$ cat src/rtl/mem_arbiter_if.sv
// Requester and memory-side signals of the two-port memory arbiter.
// The arbiter connects through the slave modport; the environment
// (fetch unit, data unit and memory) connects through the master modport.
interface mem_arbiter_if;
    logic        if_req;
    logic [31:0] if_addr;
    logic [31:0] if_rdata;
    logic        if_ack;
    logic        d_req;
    logic        d_we;
    logic [31:0] d_addr;
    logic [31:0] d_wdata;
    logic [31:0] d_rdata;
    logic        d_ack;
    logic        err;
    logic        mem_en;
    logic        mem_we;
    logic [31:0] mem_addr;
    logic [31:0] mem_wdata;
    logic [31:0] mem_rdata;
    logic        mem_ready;

    modport slave (
        input  if_req, if_addr, d_req, d_we, d_addr, d_wdata, mem_rdata, mem_ready,
        output if_rdata, if_ack, d_rdata, d_ack, err, mem_en, mem_we, mem_addr, mem_wdata
    );

    modport master (
        output if_req, if_addr, d_req, d_we, d_addr, d_wdata, mem_rdata, mem_ready,
        input  if_rdata, if_ack, d_rdata, d_ack, err, mem_en, mem_we, mem_addr, mem_wdata
    );
endinterface

$ cat src/rtl/mem_arbiter.sv
// Two-port memory arbiter: instruction fetch and data load/store share one
// memory port. Data wins ties unless fetch has been passed over STARVE_LIM
// times in a row. A single access is outstanding at a time; an access that
// sees no mem_ready for MAX_WAIT cycles is aborted with err. All outputs are
// registered.
module mem_arbiter #(
    parameter int STARVE_LIM = 4,
    parameter int MAX_WAIT   = 15
) (
    input  logic          clk,
    input  logic          rst,
    mem_arbiter_if.slave  bus
);

    localparam int SW = $clog2(STARVE_LIM + 2);
    localparam int WW = $clog2(MAX_WAIT + 2);

    typedef enum logic [1:0] {IDLE, BUSY_I, BUSY_D} state_t;

    state_t        state, state_nxt;
    logic [SW-1:0] starve_cnt, starve_nxt;
    logic [WW-1:0] wait_cnt, wait_nxt;

    logic          mem_en_q, mem_en_nxt;
    logic          mem_we_q, mem_we_nxt;
    logic [31:0]   mem_addr_q, mem_addr_nxt;
    logic [31:0]   mem_wdata_q, mem_wdata_nxt;
    logic          if_ack_q, if_ack_nxt;
    logic          d_ack_q, d_ack_nxt;
    logic          err_q, err_nxt;
    logic [31:0]   if_rdata_q, if_rdata_nxt;
    logic [31:0]   d_rdata_q, d_rdata_nxt;

    logic          fetch_req;
    logic          data_req;

    // Arbitration, access tracking and next values of every registered output.
    always_comb begin
        state_nxt     = state;
        starve_nxt    = starve_cnt;
        wait_nxt      = wait_cnt;
        mem_en_nxt    = mem_en_q;
        mem_we_nxt    = mem_we_q;
        mem_addr_nxt  = mem_addr_q;
        mem_wdata_nxt = mem_wdata_q;
        if_ack_nxt    = 1'b0;
        d_ack_nxt     = 1'b0;
        err_nxt       = 1'b0;
        if_rdata_nxt  = '0;
        d_rdata_nxt   = '0;

        // A requester still shows req during its own ack cycle; that request
        // has just been served, so it must not win arbitration again.
        fetch_req = bus.if_req & ~if_ack_q;
        data_req  = bus.d_req  & ~d_ack_q;

        case (state)
            IDLE: begin
                if (data_req && (!fetch_req || starve_cnt < SW'(STARVE_LIM))) begin
                    state_nxt     = BUSY_D;
                    mem_en_nxt    = 1'b1;
                    mem_we_nxt    = bus.d_we;
                    mem_addr_nxt  = bus.d_addr;
                    mem_wdata_nxt = bus.d_wdata;
                    wait_nxt      = '0;
                    if (fetch_req && starve_cnt < SW'(STARVE_LIM)) begin
                        starve_nxt = starve_cnt + 1'b1;
                    end
                end else if (fetch_req) begin
                    state_nxt     = BUSY_I;
                    mem_en_nxt    = 1'b1;
                    mem_we_nxt    = 1'b0;
                    mem_addr_nxt  = bus.if_addr;
                    mem_wdata_nxt = '0;
                    wait_nxt      = '0;
                    starve_nxt    = '0;
                end
                if (!fetch_req) begin
                    starve_nxt = '0;
                end
            end

            BUSY_I, BUSY_D: begin
                if (bus.mem_ready) begin
                    state_nxt  = IDLE;
                    mem_en_nxt = 1'b0;
                    if (state == BUSY_I) begin
                        if_ack_nxt   = 1'b1;
                        if_rdata_nxt = bus.mem_rdata;
                    end else begin
                        d_ack_nxt   = 1'b1;
                        d_rdata_nxt = mem_we_q ? 32'h0 : bus.mem_rdata;
                    end
                end else begin
                    wait_nxt = wait_cnt + 1'b1;
                    // This cycle brings the count to MAX_WAIT: abort.
                    if (wait_cnt == WW'(MAX_WAIT - 1)) begin
                        state_nxt  = IDLE;
                        mem_en_nxt = 1'b0;
                        err_nxt    = 1'b1;
                        if (state == BUSY_I) begin
                            if_ack_nxt = 1'b1;
                        end else begin
                            d_ack_nxt = 1'b1;
                        end
                    end
                end
            end

            default: begin
                state_nxt = IDLE;
            end
        endcase
    end

    // FSM state and the starvation / wait counters.
    always_ff @(posedge clk) begin
        if (rst) begin
            state      <= IDLE;
            starve_cnt <= '0;
            wait_cnt   <= '0;
        end else begin
            state      <= state_nxt;
            starve_cnt <= starve_nxt;
            wait_cnt   <= wait_nxt;
        end
    end

    // Output registers; reset clears everything so an abandoned access leaves no trace.
    always_ff @(posedge clk) begin
        if (rst) begin
            mem_en_q    <= 1'b0;
            mem_we_q    <= 1'b0;
            mem_addr_q  <= '0;
            mem_wdata_q <= '0;
            if_ack_q    <= 1'b0;
            d_ack_q     <= 1'b0;
            err_q       <= 1'b0;
            if_rdata_q  <= '0;
            d_rdata_q   <= '0;
        end else begin
            mem_en_q    <= mem_en_nxt;
            mem_we_q    <= mem_we_nxt;
            mem_addr_q  <= mem_addr_nxt;
            mem_wdata_q <= mem_wdata_nxt;
            if_ack_q    <= if_ack_nxt;
            d_ack_q     <= d_ack_nxt;
            err_q       <= err_nxt;
            if_rdata_q  <= if_rdata_nxt;
            d_rdata_q   <= d_rdata_nxt;
        end
    end

    assign bus.mem_en    = mem_en_q;
    assign bus.mem_we    = mem_we_q;
    assign bus.mem_addr  = mem_addr_q;
    assign bus.mem_wdata = mem_wdata_q;
    assign bus.if_ack    = if_ack_q;
    assign bus.d_ack     = d_ack_q;
    assign bus.err       = err_q;
    assign bus.if_rdata  = if_rdata_q;
    assign bus.d_rdata   = d_rdata_q;

endmodule

$ cat src/flat_wrapper.sv
// flat-port wrapper written by rule: the top's interface ports become plain ports
module mem_arbiter_flat 
#(
    parameter int STARVE_LIM = 4,
    parameter int MAX_WAIT   = 15
)
  (clk, rst, bus_if_req, bus_if_addr, bus_d_req, bus_d_we, bus_d_addr, bus_d_wdata, bus_mem_rdata, bus_mem_ready, bus_if_rdata, bus_if_ack, bus_d_rdata, bus_d_ack, bus_err, bus_mem_en, bus_mem_we, bus_mem_addr, bus_mem_wdata);
  mem_arbiter_if bus_i ();
  input  logic clk;
  input  logic rst;
  input wire logic [$bits(bus_i.if_req)-1:0] bus_if_req;
  input wire logic [$bits(bus_i.if_addr)-1:0] bus_if_addr;
  input wire logic [$bits(bus_i.d_req)-1:0] bus_d_req;
  input wire logic [$bits(bus_i.d_we)-1:0] bus_d_we;
  input wire logic [$bits(bus_i.d_addr)-1:0] bus_d_addr;
  input wire logic [$bits(bus_i.d_wdata)-1:0] bus_d_wdata;
  input wire logic [$bits(bus_i.mem_rdata)-1:0] bus_mem_rdata;
  input wire logic [$bits(bus_i.mem_ready)-1:0] bus_mem_ready;
  output wire logic [$bits(bus_i.if_rdata)-1:0] bus_if_rdata;
  output wire logic [$bits(bus_i.if_ack)-1:0] bus_if_ack;
  output wire logic [$bits(bus_i.d_rdata)-1:0] bus_d_rdata;
  output wire logic [$bits(bus_i.d_ack)-1:0] bus_d_ack;
  output wire logic [$bits(bus_i.err)-1:0] bus_err;
  output wire logic [$bits(bus_i.mem_en)-1:0] bus_mem_en;
  output wire logic [$bits(bus_i.mem_we)-1:0] bus_mem_we;
  output wire logic [$bits(bus_i.mem_addr)-1:0] bus_mem_addr;
  output wire logic [$bits(bus_i.mem_wdata)-1:0] bus_mem_wdata;
  assign bus_i.if_req = bus_if_req;
  assign bus_i.if_addr = bus_if_addr;
  assign bus_i.d_req = bus_d_req;
  assign bus_i.d_we = bus_d_we;
  assign bus_i.d_addr = bus_d_addr;
  assign bus_i.d_wdata = bus_d_wdata;
  assign bus_i.mem_rdata = bus_mem_rdata;
  assign bus_i.mem_ready = bus_mem_ready;
  assign bus_if_rdata = bus_i.if_rdata;
  assign bus_if_ack = bus_i.if_ack;
  assign bus_d_rdata = bus_i.d_rdata;
  assign bus_d_ack = bus_i.d_ack;
  assign bus_err = bus_i.err;
  assign bus_mem_en = bus_i.mem_en;
  assign bus_mem_we = bus_i.mem_we;
  assign bus_mem_addr = bus_i.mem_addr;
  assign bus_mem_wdata = bus_i.mem_wdata;
  mem_arbiter #(.STARVE_LIM(STARVE_LIM), .MAX_WAIT(MAX_WAIT)) u_core (.clk(clk), .rst(rst), .bus(bus_i));
endmodule
$ cat config.mk
export PLATFORM = sky130hd
export DESIGN_NAME = mem_arbiter_flat
export DESIGN_NICKNAME = d
export VERILOG_FILES = /design/src/rtl/mem_arbiter_if.sv /design/src/rtl/mem_arbiter.sv /design/src/flat_wrapper.sv
export SDC_FILE = /design/constraint.sdc
export NUM_CORES = 1
export LEC_CHECK = 0
export ABC_AREA = 1
export ABC_CLOCK_PERIOD_IN_PS = 1700
export CAP_MARGIN = 20
export CORE_AREA = 4 4 100 102
export CTS_CLUSTER_SIZE = 8
export DETAILED_ROUTE_END_ITERATION = 10
export DIE_AREA = 0 0 104 106
export DONT_BUFFER_PORTS = 1
export PLACE_DENSITY = 0.73
export SLEW_MARGIN = 20
export SYNTH_ARGS = -nofsm -noshare
export SYNTH_HDL_FRONTEND = slang
export SYNTH_SLANG_ARGS = --single-unit
$ cat constraint.sdc
create_clock -name clk -period 1.7 [get_ports clk]
set_input_delay 0.255 -clock clk [delete_from_list [all_inputs] [get_ports clk]]
set_output_delay 0.255 -clock clk [all_outputs]
set_load 0.05 [all_outputs]
==> flow_summary_export.csv, run 1 <==
group,metric,value,unit
placed_design,portBuffers,0,
clock_tree,htree_levels,4,
global_routing,grt_antenna_before_repair,0,
clock_tree,clkLatencyLatePin,510,ps
floorplan,die_h,106,um
clock_tree,cts_buffers,17,
floorplan,ios,267,
drt,wire_per_inst,17.9,um
synth,synth_ff_type,"dfxtp_1",
global_routing,grt_max_degree,78,
power_and_ir_drop,power,9.65,mW
synth,synth_nets,835,
drt,drt_iter0_drc,363,
power_and_ir_drop,powerDensity,1310,nW/um^2
synth,netlist_instances,694,
synth,ys_seq_area_frac,0.545,
drt,drc,0,
critical_path,worst-r2r-cell-count,9,
clock_tree,path_clk_slew,60,ps
finish,syn_to_final_growth,40.6,%
clock_tree,cts_tree,"built",
sta,rsz0062_at_grt,"false",
floorplan,fp.coreArea,9110,sq um
critical_path,critPathSlowestCell,"dfxtp_2",
synth,synthTopCellsByCount,"187 x nand2_1, 143 x dfxtp_1, 139 x nor2_1",
placed_design,place_congestion,0.776,
synth,synthTopCellsByArea,"dfxtp_1 55%, nand2_1 13%, nor2_1 9.9%",
synth,ys_types,23,
power_and_ir_drop,ir_drop,0.000734,V
synth,avgSynthCellArea,7.56,sq um
sta,fin_crit,1600,ps
floorplan,std_cell_rows,35,
critical_path,path_cells,"inv_1 -> ha_4 -> inv_2 -> a21oi_4 -> buf_12 -> clkinvlp_4 -> buf_12 -> nand2_1 -> a21oi_1",
placed_design,dp_hpwl,9080,um
synth,synth.most_common_cell,"nand2_1",
global_routing,track_usage,0.303,
synth,synth_edf_count,0,
critical_path,end_kind,"flip-flop",
global_routing,grt_pass1_wl,26800,um
floorplan,die_w,104,um
finish,fin_area,7380,sq um
critical_path,worstPathArrival,1970,ps
floorplan,dieArea,11000,sq um
sta,min_period_over_period,0.940,
synth,ys_async_sr_fraction,0,
sta,setup_viol,0,
synth,ys_ff_latch,143,
global_routing,grt_pass1_vias,5182,
power_and_ir_drop,power_leakage,3.48,nW
synth,ys_warn_count,0,
min_path,whs_path_depth,4,
drt,drt-total-wl,17000,um
sta,finalHoldViolCount,0,
sta,fin_hold_ws,84.8,ps
critical_path,crit_fanout,17,
critical_path,crit_cells,9,
finish,nets,969,
critical_path,crit_required,2070,ps
status,status,"complete, no violations",
synth,synth_top_area_cell,"dfxtp_1",
critical_path,path_buf_inv,5,
critical_path,cp-start-kind,"flip-flop",
finish,drive_above_1_share,0.0785,
sta,tns,0,ps
drt,num_vias,5080,
clock_tree,root_buffer,"clkbuf_8",
sta,finClkSkew,17.9,ps
finish,n_antenna_cell,0,
drt,viasPerCell,5.34,
placed_design,dp_slack,27.5,ps
floorplan,start_util,0.576,
sta,timing.final.ws_setup,103,ps
drt,firstDrtPassIters,6,
min_path,hold_path.class,"input port to flip-flop",
run,cap_violations,0,
sta,max_freq,626,MHz
critical_path,slowest_delay,330,ps
synth,synth.top_cell.area_share,0.545,
global_routing,grt_overflow,0,
critical_path,crit_type,"flip-flop to flip-flop",
critical_path,cp_common_cell,"buf_12",
sta,worst_pin_slew,578,ps
sta,slew_headroom,0.614,
placed_design,dpl_cell_area,5330,sq um
synth,synth_area,5250,sq um
critical_path,crit_family,"buffers and inverters",
drt,drtAntennaViolNets,0,
sta,slew_viol_final,0,
clock_tree,clock_sinks,143,
clock_tree,cts_buffer_depth,2,
[flip-flops by register name, indices dropped and copies added, names as in the netlist, 2 cells and up]
signal	cells
u_core.wait_cnt	5
u_core.state	2
u_core.bus.if_rdata	32
u_core.bus.d_rdata	32
u_core.bus.mem_addr	32
u_core.bus.mem_wdata	32
u_core.starve_cnt	3
[cell type report]
class,count,area [sq um]
repair buffers,150,1590
well taps,111,139
fillers,511,1730
clock buffers,19,422
inverters,81,310
multi-input cells,435,1880
flip-flops and latches,143,2870
clock inverters,13,174
[layer usage]
layer  up-vias  part of all wire  global-route usage
met4         0             0.040               0.159
met1      2303              0.36               0.324
met2       348              0.49               0.518
met5         -                 0                   0
li1       2366                 -                   -
met3        63              0.10               0.118
[layout by cell type, fill, tap and decap left out, drive strengths merged, types with 2 or more instances in the layout]
cell type / Yosys / final
dfxtp: 143 / 143
clkinvlp: 0 / 2
clkinv: 0 / 3
nand4: 4 / 4
ha: 7 / 7
a21oi: 44 / 44
bufinv: 0 / 3
dlygate4sd3: 0 / 130
clkbuf: 6 / 21
nand2: 190 / 190
nor2: 140 / 140
nand3: 44 / 44
buf: 29 / 18
nor4: 2 / 2
inv: 81 / 86
[worst register-to-register path: stages, from the launching register on]
cell and delay (ps):
dfxtp_2 330, inv_1 120, ha_4 170, inv_2 70
a21oi_4 150, buf_12 150, clkinvlp_4 130, buf_12 170
nand2_1 90, a21oi_1 100
[worst paths after layout]
kind,start,endpoint,slack [ps]
min reg2reg,u_core.starve_cnt[1],u_core.starve_cnt[1],470
min,bus_if_req,u_core.starve_cnt[0],80
max,u_core.state[0],u_core.bus.mem_wdata[10],100
max reg2reg,u_core.state[0],u_core.bus.mem_wdata[10],100
[kinds of logic after synthesis]
logic type | Yosys count | share of synthesized area
AND/OR/NAND/NOR | 381 | 0.291
flip-flops | 143 | 0.545
buffers and inverters | 116 | 0.0989
AO/OA/AOI/OAI | 46 | 0.0462
adder cells (fa/ha/maj) | 7 | 0.0167
XOR/XNOR | 1 | 0.00167
[through the flow]
| step | instances | util |
|---|---|---|
| floorplan | 694 | - |
| global placement | 783 | 0.585 |
| detailed placement | 783 | 0.585 |
| CTS | 946 | 0.797 |
| global route | 952 | 0.810 |
| finish | 952 | 0.810 |
[power by group]
part           leakage [nW]  switching, mW  internal (mW)  total, mW
sequential             1.17          0.862           3.58       4.44
clock                 0.291           1.49           2.27       3.77
combinational          2.02          0.807          0.637       1.44
[repair_timing]
item / 4_1_cts / 5_1_grt
gates resized for setup: 0 / 10
setup endpoints to repair: 0 / 98
hold endpoints to repair: 143 / 0
buffers inserted: 0 / 4
hold buffers: 131 / 0
No activity file was read; power rests on OpenSTA's default activity.
==> run 2, diff against run 1 <==
Settings changed: PLACE_DENSITY 0.73 to 0.76.
==> flow_summary_export.csv, run 2 (synthesis gave the netlist of run 1 again) <==
group,metric,value,unit
status,status,"complete, no violations",
drt,wire_per_inst,17.1,um
critical_path,crit_type,"flip-flop to flip-flop",
finish,post-route-util,0.794,
power_and_ir_drop,swShare,0.345,
global_routing,grt_overflow,0,
sta,slew_headroom,0.613,
drt,drc,0,
clock_tree,clock_sinks,143,
critical_path,worstPathArrival,2060,ps
placed_design,place_congestion,0.825,
global_routing,grt_max_degree,78,
min_path,min-delay-start,"bus_mem_ready",
clock_tree,htree_levels,4,
floorplan,fp.coreArea,9110,sq um
finish,nets,965,
critical_path,crit_start,"u_core.state[1]",
drt,num_vias,5054,
power_and_ir_drop,power.internal,6.02,mW
drt,drt_iter0_drc,333,
critical_path,crit_required,2150,ps
run,cap_violations,0,
placed_design,dp_hpwl,8930,um
clock_tree,cts_buffers,17,
sta,worst_pin_slew,579,ps
sta,min_period_over_period,0.948,
clock_tree,cts_buffer_depth,2,
finish,multi_input_area,1880,sq um
power_and_ir_drop,p_switching,3.17,mW
clock_tree,clkLatencyLatePin,510,ps
power_and_ir_drop,sequentialPowerShare,0.484,
finish,syn_to_final_growth,37.9,%
finish,layout_common_cells,"187 x nand2_1, 142 x dfxtp_1, 138 x nor2_1, 130 x dlygate4sd3_1, 75 x inv_1",
floorplan,die_w,104,um
drt,drt-total-wl,16300,um
finish,area.sequential,2860,sq um
placed_design,dp.cells,782,
global_routing,grt_antenna_before_repair,1,
global_routing,track_usage,0.292,
finish,finalNonFillerCells,949,
sta,fin_crit,1610,ps
sta,setup_viol,0,
drt,drtAntennaViolNets,0,
sta,fin_hold_ws,69.8,ps
finish,drive_above_1_share,0.0753,
clock_tree,root_buffer,"clkbuf_8",
power_and_ir_drop,power.share.clock,0.373,
power_and_ir_drop,ir_drop,0.000654,V
drt,firstDrtPassIters,5,
global_routing,grt_pass1_vias,5034,
clock_tree,path_clk_slew,70,ps
sta,slew_viol_final,0,
power_and_ir_drop,p_comb_frac,0.144,
sta,max_freq,620,MHz
power_and_ir_drop,power,9.19,mW
critical_path,cp-start-kind,"flip-flop",
sta,tns,0,ps
power_and_ir_drop,power_leakage,3.42,nW
sta,finClkSkew,11.2,ps
floorplan,std_cell_rows,35,
placed_design,portBuffers,0,
floorplan,dieArea,11000,sq um
drt,viasPerCell,5.33,
min_path,hold_path.class,"input port to flip-flop",
critical_path,crit_fanout,32,
floorplan,die_h,106,um
power_and_ir_drop,powerDensity,1270,nW/um^2
critical_path,end_kind,"flip-flop",
floorplan,ios,267,
clock_tree,cts_tree,"built",
finish,final_common_cell,"nand2_1",
finish,nFillCells,541,
sta,rsz0062_at_grt,"false",
critical_path,timing.rr.start,"u_core.state[1]",
global_routing,grt_pass1_wl,25900,um
floorplan,start_util,0.576,
sta,finalHoldViolCount,0,
==> run 2: cell types whose count changed in the layout (fill, tap and decap cells not counted), moves of 2 or more <==
cell / previous run / this run
buf_12: 6 / 3
bufinv_16: 3 / 0
clkinv_4: 1 / 4
clkbuf_1: 2 / 0
inv_2: 4 / 6
==> run 2: power by group through the flow <==
stage / Combinational (mW) / Clock [mW] / Sequential, mW
5_1_grt: 1.45 / 3.64 / 4.46
6_report: 1.32 / 3.42 / 4.44
4_1_cts: 1.20 / 3.46 / 4.44
2_1_floorplan: 0.777 / 0 / 4.48
3_3_place_gp: 0.885 / 0 / 4.50
3_5_place_dp: 0.925 / 0 / 4.51
==> run 2: per-stage QoR <==
step | instance area, sq um | worst slack [ps]
floorplan | 5250 | 174
global placement | 5300 | 162
detailed placement | 5300 | 74.5
CTS | 7180 | 48.8
global route | 7240 | 26.6
finish | 7240 | 87.6
==> run 2: worst paths after layout <==
kind	endpoint	slack, ps	cells after the start
max	u_core.bus.mem_addr[4]	90	9
max reg2reg	u_core.bus.mem_addr[4]	90	9
min	u_core.wait_cnt[4]	70	5
min reg2reg	u_core.starve_cnt[1]	470	2
==> run 2: per-layer routing <==
metal / up-vias / track usage / share of wire
met4: 0 / 0.176 / 0.047
li1: 2361 / - / -
met2: 343 / 0.500 / 0.50
met3: 76 / 0.101 / 0.11
met1: 2274 / 0.310 / 0.35
met5: - / 0 / 0
==> run 2: cell type report <==
cell class              count  area share
diodes                      1    0.000346
clock buffers              18      0.0591
clock inverters            14      0.0169
inverters                  81      0.0420
multi-input cells         435       0.259
flip-flops and latches    143       0.396
well taps                 111      0.0192
repair buffers            146       0.207
==> run 2: worst max-delay path, cell delays in order (launching register included) <==
cell and delay (ps):
dfxtp_1 340, inv_1 90, ha_2 200, inv_2 80
a21oi_4 240, buf_12 230, nor2_1 80, nor2_1 160
nand2_1 80, inv_1 50
==> run 2: repair_timing <==
action                                 4_1_cts  5_1_grt
buffers inserted                             0        2
hold buffers                               131        0
setup endpoints to repair                    0       65
endpoints found under the hold margin      143        0
gates resized for setup                      0        6
==> run 3, diff against run 2 <==
Settings changed: CORE_AREA 4 4 100 102 to 2 2 104 106, DIE_AREA 0 0 104 106 to 0 0 106 108, HOLD_SLACK_MARGIN set to 0.1, PLACE_DENSITY 0.76 to 0.69, SETUP_SLACK_MARGIN set to 0.3.
==> flow_summary_export.csv, run 3 (synthesis gave the netlist of run 1 again) <==
group,metric,value,unit
status,status,"complete, but fails checks",
status,violations,"negative hold slack",
sta,setup_viol,0,
floorplan,fp.coreArea,10200,sq um
sta,rsz0062_at_grt,"true",
critical_path,path_buf_inv,6,
finish,syn_to_final_growth,44.0,%
sta,max_freq,685,MHz
sta,slew_headroom,0.779,
min_path,min-delay-start,"rst",
global_routing,grt_antenna_before_repair,0,
power_and_ir_drop,power.internal,7.01,mW
finish,n_antenna_cell,0,
critical_path,crit_fanout,8,
floorplan,ios,267,
finish,final_common_cell,"nand2_1",
sta,slew_viol_final,0,
critical_path,critPathSlowestCell,"dfxtp_2",
min_path,min_to,"u_core.bus.mem_wdata[4]",
sta,fin_crit,1460,ps
floorplan,std_cell_rows,37,
power_and_ir_drop,sequentialPowerShare,0.438,
drt,wire_per_inst,17.4,um
clock_tree,clkLatencyLatePin,510,ps
global_routing,global_route.usage.met2,0.408,
clock_tree,htree_levels,4,
global_routing,grt_pass1_wl,21400,um
sta,worst_pin_slew,332,ps
power_and_ir_drop,powerDensity,1360,nW/um^2
clock_tree,cts_buffers,17,
critical_path,ff2ff_setup_slack,240,ps
drt,drtAntennaViolNets,0,
power_and_ir_drop,power_leakage,3.58,nW
critical_path,r2r-end,"u_core.bus.mem_wdata[24]",
critical_path,path_cells,"inv_2 -> ha_4 -> inv_4 -> a21oi_4 -> buf_12 -> buf_12 -> inv_12 -> clkbuf_16 -> nand2_1 -> a21oi_1",
floorplan,die_h,108,um
global_routing,track_usage,0.237,
clock_tree,path_clk_slew,70,ps
critical_path,timing.rr.start,"u_core.state[1]",
finish,area.sequential,3030,sq um
placed_design,dp_hpwl,8580,um
drt,drt_iter0_drc,268,
drt,num_vias,4718,
critical_path,end_kind,"flip-flop",
floorplan,start_util,0.513,
placed_design,dp.cells,807,
global_routing,grt_overflow,0,
global_routing,busiest_layer,"met2",
clock_tree,root_buffer,"clkbuf_8",
power_and_ir_drop,power.share.clock,0.386,
finish,drive_above_1_share,0.402,
global_routing,grt.met3_usage,0.0910,
sta,tns,0,ps
global_routing,use_met1,0.261,
placed_design,place_congestion,0.798,
drt,viasPerCell,5.22,
finish,nets,898,
power_and_ir_drop,p_switching,3.26,mW
critical_path,slowest_delay,340,ps
finish,layout_common_cells,"161 x nand2_1, 132 x dfxtp_2, 110 x nor2_1, 72 x inv_1",
drt,drt-total-wl,15700,um
min_path,hold_path.class,"input port to flip-flop",
finish,multi_input_area,2320,sq um
floorplan,die_w,106,um
critical_path,cp-start-kind,"flip-flop",
critical_path,worstPathArrival,1900,ps
placed_design,portBuffers,0,
clock_tree,cts_tree,"built",
power_and_ir_drop,power,10.3,mW
critical_path,worst-r2r-cell-count,10,
drt,drc,0,
global_routing,grt_pass1_vias,4396,
clock_tree,cts_buffer_depth,2,
power_and_ir_drop,ir_drop,0.000736,V
critical_path,crit_family,"buffers and inverters",
floorplan,dieArea,11400,sq um
sta,fin_hold_ws,-190,ps
sta,min_period_over_period,0.859,
finish,nFillCells,690,
power_and_ir_drop,swShare,0.318,
drt,firstDrtPassIters,4,
sta,finClkSkew,11.3,ps
global_routing,grt_max_degree,79,
critical_path,cp_common_cell,"buf_12",
run,cap_violations,0,
clock_tree,clock_sinks,143,
critical_path,crit_required,2140,ps
critical_path,crit_start,"u_core.state[1]",
finish,finalNonFillerCells,904,
sta,finalHoldViolCount,75,
power_and_ir_drop,p_comb_frac,0.176,
critical_path,crit_type,"flip-flop to flip-flop",
min_path,whs_path_depth,1,
## run 3: cell types whose count changed in the layout (fill, tap and decap cells not counted), moves of 9 or more
cell,delta
nor2_2,+22
dfxtp_2,+131
dlygate4sd3_1,-94
a21oi_1,-26
dfxtp_1,-131
nor2_1,-28
nand2_4,+19
a21oi_2,+26
nand2_1,-26
clkbuf_16,+9
## run 3: metal layers
layer  routed length (um)  up-vias
li1                     -     2232
met1                 6190     2206
met2                 7850      243
met3                 1260       37
met4                  413        0
met5                    0        -
## run 3: how the worst max path moves through the flow
stage | endpoint | slack [ps] | cells after the start
2_1_floorplan | u_core.bus.mem_addr[19] | 320 | 10
3_3_place_gp | u_core.bus.if_rdata[14] | 180 | 7
3_5_place_dp | u_core.bus.if_rdata[2] | 130 | 7
4_1_cts | u_core.bus.mem_addr[10] | 260 | 10
5_1_grt | u_core.bus.mem_addr[14] | 170 | 11
6_report | u_core.bus.mem_wdata[24] | 240 | 10
## run 3: timing repair
action / 4_1_cts / 5_1_grt
pin swaps: 3 / 47
endpoints found under the setup margin: 226 / 104
setup buffers: 7 / 8
cloned: 4 / 12
gates resized for setup: 144 / 133
hold buffers: 35 / 1
endpoints found under the hold margin: 143 / 108
## run 3: power by group through the flow
stage,sequential [mW],clock [mW],combinational [mW]
after global routing,4.52,4.19,1.94
after floorplan,4.48,0,0.779
final,4.50,3.97,1.80
after CTS,4.47,4.03,1.27
after detailed placement,4.50,0,0.945
after global placement,4.49,0,0.903
## run 3: layout make-up
cell class                 count  area share
sequential                   143       0.401
multi-input combinational    435       0.307
timing repair buffer          79       0.144
clock buffer                  18      0.0553
inverter                      81      0.0432
clock inverter                12      0.0278
tap                          136      0.0225
## run 3: metrics by stage
| step | util | instance area (sq um) | setup slack (ps) |
|---|---|---|---|
| final | 0.739 | 7560 | 240 |
| after global routing | 0.739 | 7560 | 166 |
| after CTS | 0.656 | 6710 | 256 |
| after detailed placement | 0.521 | 5330 | 126 |
| after global placement | 0.521 | 5330 | 183 |
| after floorplan | - | 5250 | 316 |
==> edit 1, RTL diff (flow settings as in run 1) <==
`MAX_WAIT` is set to 15 in 2 places; all go to 14.
--- a/src/rtl/mem_arbiter.sv
+++ b/src/rtl/mem_arbiter.sv
@@ -6,5 +6,5 @@
 module mem_arbiter #(
     parameter int STARVE_LIM = 4,
-    parameter int MAX_WAIT   = 15
+    parameter int MAX_WAIT   = 14
 ) (
     input  logic          clk,
--- a/src/flat_wrapper.sv
+++ b/src/flat_wrapper.sv
@@ -3,5 +3,5 @@
 #(
     parameter int STARVE_LIM = 4,
-    parameter int MAX_WAIT   = 15
+    parameter int MAX_WAIT   = 14
 )
   (clk, rst, bus_if_req, bus_if_addr, bus_d_req, bus_d_we, bus_d_addr, bus_d_wdata, bus_mem_rdata, bus_mem_ready, bus_if_rdata, bus_if_ack, bus_d_rdata, bus_d_ack, bus_err, bus_mem_en, bus_mem_we, bus_mem_addr, bus_mem_wdata);
Function: same outputs for any inputs over 4 cycles, from zero or initial values and one cycle with rst high; that may be too few to reach the edited logic, so the function may still have changed.
==> edit 1 against run 1 <==
  * Synthesized area fell by 0.62%
  * Wire length fell by 8.2%
  * Sequential cell count fell by 1
  * Critical endpoint is now u_core.bus.mem_addr[4]
  * Largest cell class unchanged
  * Final cell count fell by 1.2%
  * Synthesized cell count fell by 0.72%
  * Total power fell by 3.9%
  * Via count fell by 3.8%
  * Worst setup slack improved by 13 ps
  * Final area fell by 2.4%
==> edit 1: results <==
metrics = {
    "place": {
        "preCtsSetupSlack_ps": 40.80,
        "gp_congestion": 0.8100,
        "io_buffers": 0,
        "dpl.hpwl_mm": 8.820,
        "placed_cell_area_sq_um": 5269,
        "dp.cells": 777,
    },
    "timing": {
        "slew_viol_final": 0,
        "fin_skew_ps": 11.36,
        "max_slew_margin_pct": 62.83,
    },
    "layout": {
        "seqCellArea_sq_um": 2843,
        "final_nets": 958,
        "n_fill_cell": 549,
        "drive_gt1_share_pct": 6.876,
    },
    "global_route": {
        "grt_pass1_vias": 5141,
        "grt_util_all_layers_pct": 28.44,
        "grt_pass1_wl_mm": 25.49,
        "antenna_found_initial": 1,
        "grt_max_degree": 77,
    },
    "min_path": {
        "hp-class": "input port to flip-flop",
        "hp-start": "bus_if_req",
    },
    "yosys": {
        "async_flop_share_pct": 0,
        "synth_area_leaders": "dfxtp_1 54%, nand2_1 13%, nor2_1 9.7%",
        "synth_fp_nets": 831,
        "yosys-top-cells-count": "183 x nand2_1, 142 x dfxtp_1, 135 x nor2_1, 82 x inv_1",
        "synthFlopType": "dfxtp_1",
        "ys_seq_area_share_pct": 54.50,
        "synth_cells": 689,
        "synth.distinct_cells": 22,
    },
    "pwr": {
        "p_sw_mw": 3.181,
        "ir_worst_vdd_mv": 0.8267,
        "p_leak_nw": 3.422,
    },
    "clocking": {
        "cts_buffer_depth": 2,
        "numCtsBuffers": 17,
        "htree_levels": 4,
        "clockRootBuffer": "clkbuf_8",
        "path_clk_slew_ps": 70,
    },
    "setup_path": {
        "arrival_ps": 2040,
        "worst_setup_path_start_kind": "flip-flop",
        "cp_slowest_stage_delay_ps": 340,
        "cpMaxStageDelayCell": "dfxtp_1",
        "path_max_fanout": 56,
        "rr_startpoint": "u_core.state[0]",
    },
    "route": {
        "dr.pass1.iters": 6,
        "drt_iter0_drc": 282,
        "wl_mm": 15.62,
        "viasPerCell": 5.193,
        "vias": 4887,
    },
    "outcome": {
        "status": "complete, no violations",
    },
    "flow_run": {
        "max_cap_violations": 0,
    },
}
[edit 1: cell types whose count changed after synthesis, sizes merged, moves of 2 or more]
cell | before | now
buf | 29 | 24
nand4 | 4 | 2
nand2 | 190 | 187
nor2 | 140 | 136
clkbuf | 6 | 9
inv | 81 | 86
[edit 1: layout make-up]
type                       count  share of cell area, %
antenna                        1                0.03476
inverter                      86                  4.519
multi-input combinational    428                  25.79
clock buffer                  17                  5.753
timing repair buffer         141                  20.13
tap                          111                  1.929
clock inverter                15                  2.364
sequential                   142                  39.49
[edit 1: logic make-up after synthesis]
family                     after synthesis  synth area share [%]
AOI/OAI and AO/OA                       47                 4.725
buffers and inverters                  119                 10.00
and+or+nand+nor                        373                 28.86
DFF                                    142                 54.50
adders and majority gates                8                 1.919
[edit 1: path summary, 6_finish.rpt]
check                                               to  slack [ps]  depth (start not counted)
worst min-delay path              u_core.starve_cnt[0]          50                          4
worst min register to register    u_core.starve_cnt[1]         470                          2
worst max-delay path            u_core.bus.mem_addr[4]         120                          9
worst max register to register  u_core.bus.mem_addr[4]         120                          9
[edit 1: critical path, delay by kind of cell, from the launching register on]
| kind | cells | cell delay [ps] |
|---|---|---|
| adders and majority gates | 1 | 200 |
| AOI/OAI and AO/OA | 1 | 170 |
| buffers and inverters | 4 | 500 |
| DFF | 1 | 340 |
| and+or+nand+nor | 3 | 310 |
[edit 1: layer usage]
layer | wire, microns | track usage, % | vias up
met3 | 1380 | 9.715 | 61
met2 | 7961 | 50.32 | 287
met5 | 0 | 0 | -
li1 | - | - | 2333
met1 | 5588 | 29.54 | 2206
met4 | 692 | 15.95 | 0
[edit 1: repair_timing]
action,CTS,global route
endpoints found under the setup margin,0,37
resized for setup,0,7
hold endpoints to repair,142,0
hold buffers,131,0
[edit 1: power by group through the flow]
stage                     clock [mW]  sequential [mW]  combinational [mW]
after floorplan                    0             4.45               0.779
after global placement             0             4.49               0.877
after detailed placement           0             4.49               0.922
after CTS                       3.62             4.42                1.20
after global routing            3.79             4.44                1.40
final                           3.61             4.42                1.25
==> edit 2, RTL diff (flow settings as in run 1) <==
Without the edit above. Re-encode `state_t` (3 states) as one-hot, 3 bits wide.
--- a/src/rtl/mem_arbiter.sv
+++ b/src/rtl/mem_arbiter.sv
@@ -16,5 +16,5 @@
     localparam int WW = $clog2(MAX_WAIT + 2);
 
-    typedef enum logic [1:0] {IDLE, BUSY_I, BUSY_D} state_t;
+    typedef enum logic [2:0] {IDLE = 3'b001, BUSY_I = 3'b010, BUSY_D = 3'b100} state_t;
 
     state_t        state, state_nxt;
Behaviour: no difference found for any inputs over 4 cycles, from zero or initial values and one cycle with rst high; so few cycles prove little.
==> edit 2 against run 1 <==
  * Sequential power is 0.9% lower
  * Synthesized area is 0.60% higher
  * Largest power group unchanged
  * First-iteration DRC count down 12%
  * Utilization decreased by 0.44 points
  * Wire length shrank 8.1%
  * Critical path type unchanged
  * Final area is 0.54% lower
  * Synthesized cell count up 0.43%
  * Total power down 3.3%
  * Clock skew fell by 9.9 ps
  * Non-clock buffer count down 2
  * Critical endpoint is now u_core.starve_cnt[2]
  * Final cell count is 0.42% higher
  * Worst setup slack better by 16 ps
  * Sequential cell count grew 1
==> edit 2: results <==
metrics = {
    "clocking": {
        "clk_latency_ps": 500,
        "cts_buffer_depth": 2,
        "htree_levels": 4,
        "numCtsBuffers": 17,
        "clockRootBuffer": "clkbuf_8",
        "path_clk_slew_ps": 70,
    },
    "yosys": {
        "synth.distinct_cells": 25,
        "synthFlopType": "dfxtp_1",
        "ys_seq_area_share_pct": 54.60,
        "synth_fp_nets": 834,
        "yosys-top-cells-count": "194 x nand2_1, 144 x dfxtp_1, 120 x nor2_1, 78 x inv_1, 46 x nand3_1",
        "async_flop_share_pct": 0,
        "synth_area_leaders": "dfxtp_1 55%, nand2_1 14%, nor2_1 8.5%",
        "synth_warnings": 0,
    },
    "setup_path": {
        "rr_startpoint": "u_core.state[1]",
        "r2r_setup_slack_ps": 120,
        "r2r-end": "u_core.starve_cnt[2]",
        "cp_slowest_stage_delay_ps": 560,
        "cpMaxStageDelayCell": "dlygate4sd3_1",
        "worstRegToRegCells": 6,
        "arrival_ps": 2020,
        "path_max_fanout": 6,
    },
    "timing": {
        "fin_skew_ps": 7.998,
        "max_slew.worst_pin.slew_ps": 575.7,
    },
    "place": {
        "placed_cell_area_sq_um": 5345,
        "gp_congestion": 0.8129,
        "dpl.hpwl_mm": 8.932,
        "io_buffers": 0,
    },
    "layout": {
        "final_nets": 968,
        "drive_gt1_share_pct": 9.242,
    },
    "pwr": {
        "ir_worst_vdd_mv": 0.8818,
        "p_leak_nw": 3.454,
    },
    "min_path": {
        "hp-class": "input port to flip-flop",
        "hp-start": "bus_mem_ready",
        "whs_path_depth": 4,
        "hold_path_end": "u_core.wait_cnt[4]",
    },
    "route": {
        "wl_per_cell_microns": 16.36,
        "viasPerCell": 5.260,
        "dr.pass1.iters": 6,
        "drt_iter0_drc": 318,
    },
    "global_route": {
        "antenna_found_initial": 1,
        "grt_util_all_layers_pct": 28.39,
        "grt_pass1_vias": 5098,
        "grt_pass1_wl_mm": 25.41,
        "grt_max_degree": 71,
    },
    "outcome": {
        "status": "complete, no violations",
    },
}
[edit 2: through the flow]
step	util [%]	total power [mW]	hold WS (ps)	cells	setup WS, ps
global route	80.58	9.689	49.99	956	13.96
floorplan	-	5.181	389.9	697	55.97
global placement	58.68	5.278	339.9	788	300.6
detailed placement	58.68	5.318	339.1	788	249.0
finish	80.58	9.331	64.05	956	119.0
CTS	80.40	9.328	29.34	955	38.85
[edit 2: area by class of cell]
| class | instances | area (sq um) |
|---|---|---|
| timing repair buffer | 148 | 1504 |
| multi-input combinational | 439 | 1892 |
| clock inverter | 15 | 195.2 |
| clock buffer | 17 | 414.1 |
| antenna | 1 | 2.502 |
| inverter | 81 | 309.0 |
| tap | 111 | 138.9 |
| sequential | 144 | 2884 |
| fill | 536 | 1769 |
[edit 2: worst max path at each step]
| stage | from | end | slack, ps | depth (start not counted) |
|---|---|---|---|---|
| 2_1_floorplan | u_core.bus.if_ack | u_core.bus.mem_addr[11] | 60 | 11 |
| 3_3_place_gp | u_core.state[2] | u_core.bus.mem_addr[1] | 300 | 9 |
| 3_5_place_dp | u_core.wait_cnt[0] | u_core.state[1] | 250 | 9 |
| 4_1_cts | u_core.state[1] | u_core.starve_cnt[1] | 40 | 6 |
| 5_1_grt | u_core.wait_cnt[0] | u_core.state[1] | 10 | 9 |
| 6_report | u_core.state[1] | u_core.starve_cnt[2] | 120 | 6 |
[edit 2: per-layer routing]
metal / global-route usage [%] / routed length (microns) / part of all wire (%)
met2: 49.95 / 7959 / 51
met1: 29.73 / 5404 / 35
met3: 9.654 / 1480 / 9.5
met5: 0 / 0 / 0
met4: 15.95 / 797 / 5.1
[edit 2: kinds of logic after synthesis]
| logic type | synth area share, % |
|---|---|
| flip-flops | 54.60 |
| AND/OR/NAND/NOR | 30.66 |
| buffers and inverters | 9.763 |
| multiplexers | 0.1896 |
| AO/OA/AOI/OAI | 4.076 |
| adder cells (fa/ha/maj) | 0.7110 |
[edit 2: timing repair]
action                     4_1_cts  5_1_grt
setup endpoints to repair        0        5
setup buffers                    0        0
gates resized for setup          0        6
hold endpoints to repair       137        0
hold buffers                   135        0
[edit 2: worst max-delay path: cells and delay by family (launching register included)]
| family | cells | cell delay, ps |
|---|---|---|
| AND/OR/NAND/NOR | 3 | 380 |
| buffers and inverters | 2 | 660 |
| AO/OA/AOI/OAI | 1 | 140 |
| flip-flops | 1 | 370 |
[edit 2: power by group]
part	leakage [nW]	total, mW	switching (mW)	internal, mW
registers	1.17	4.40	0.815	3.58
clock network	0.289	3.74	1.57	2.17
logic	1.99	1.19	0.671	0.522
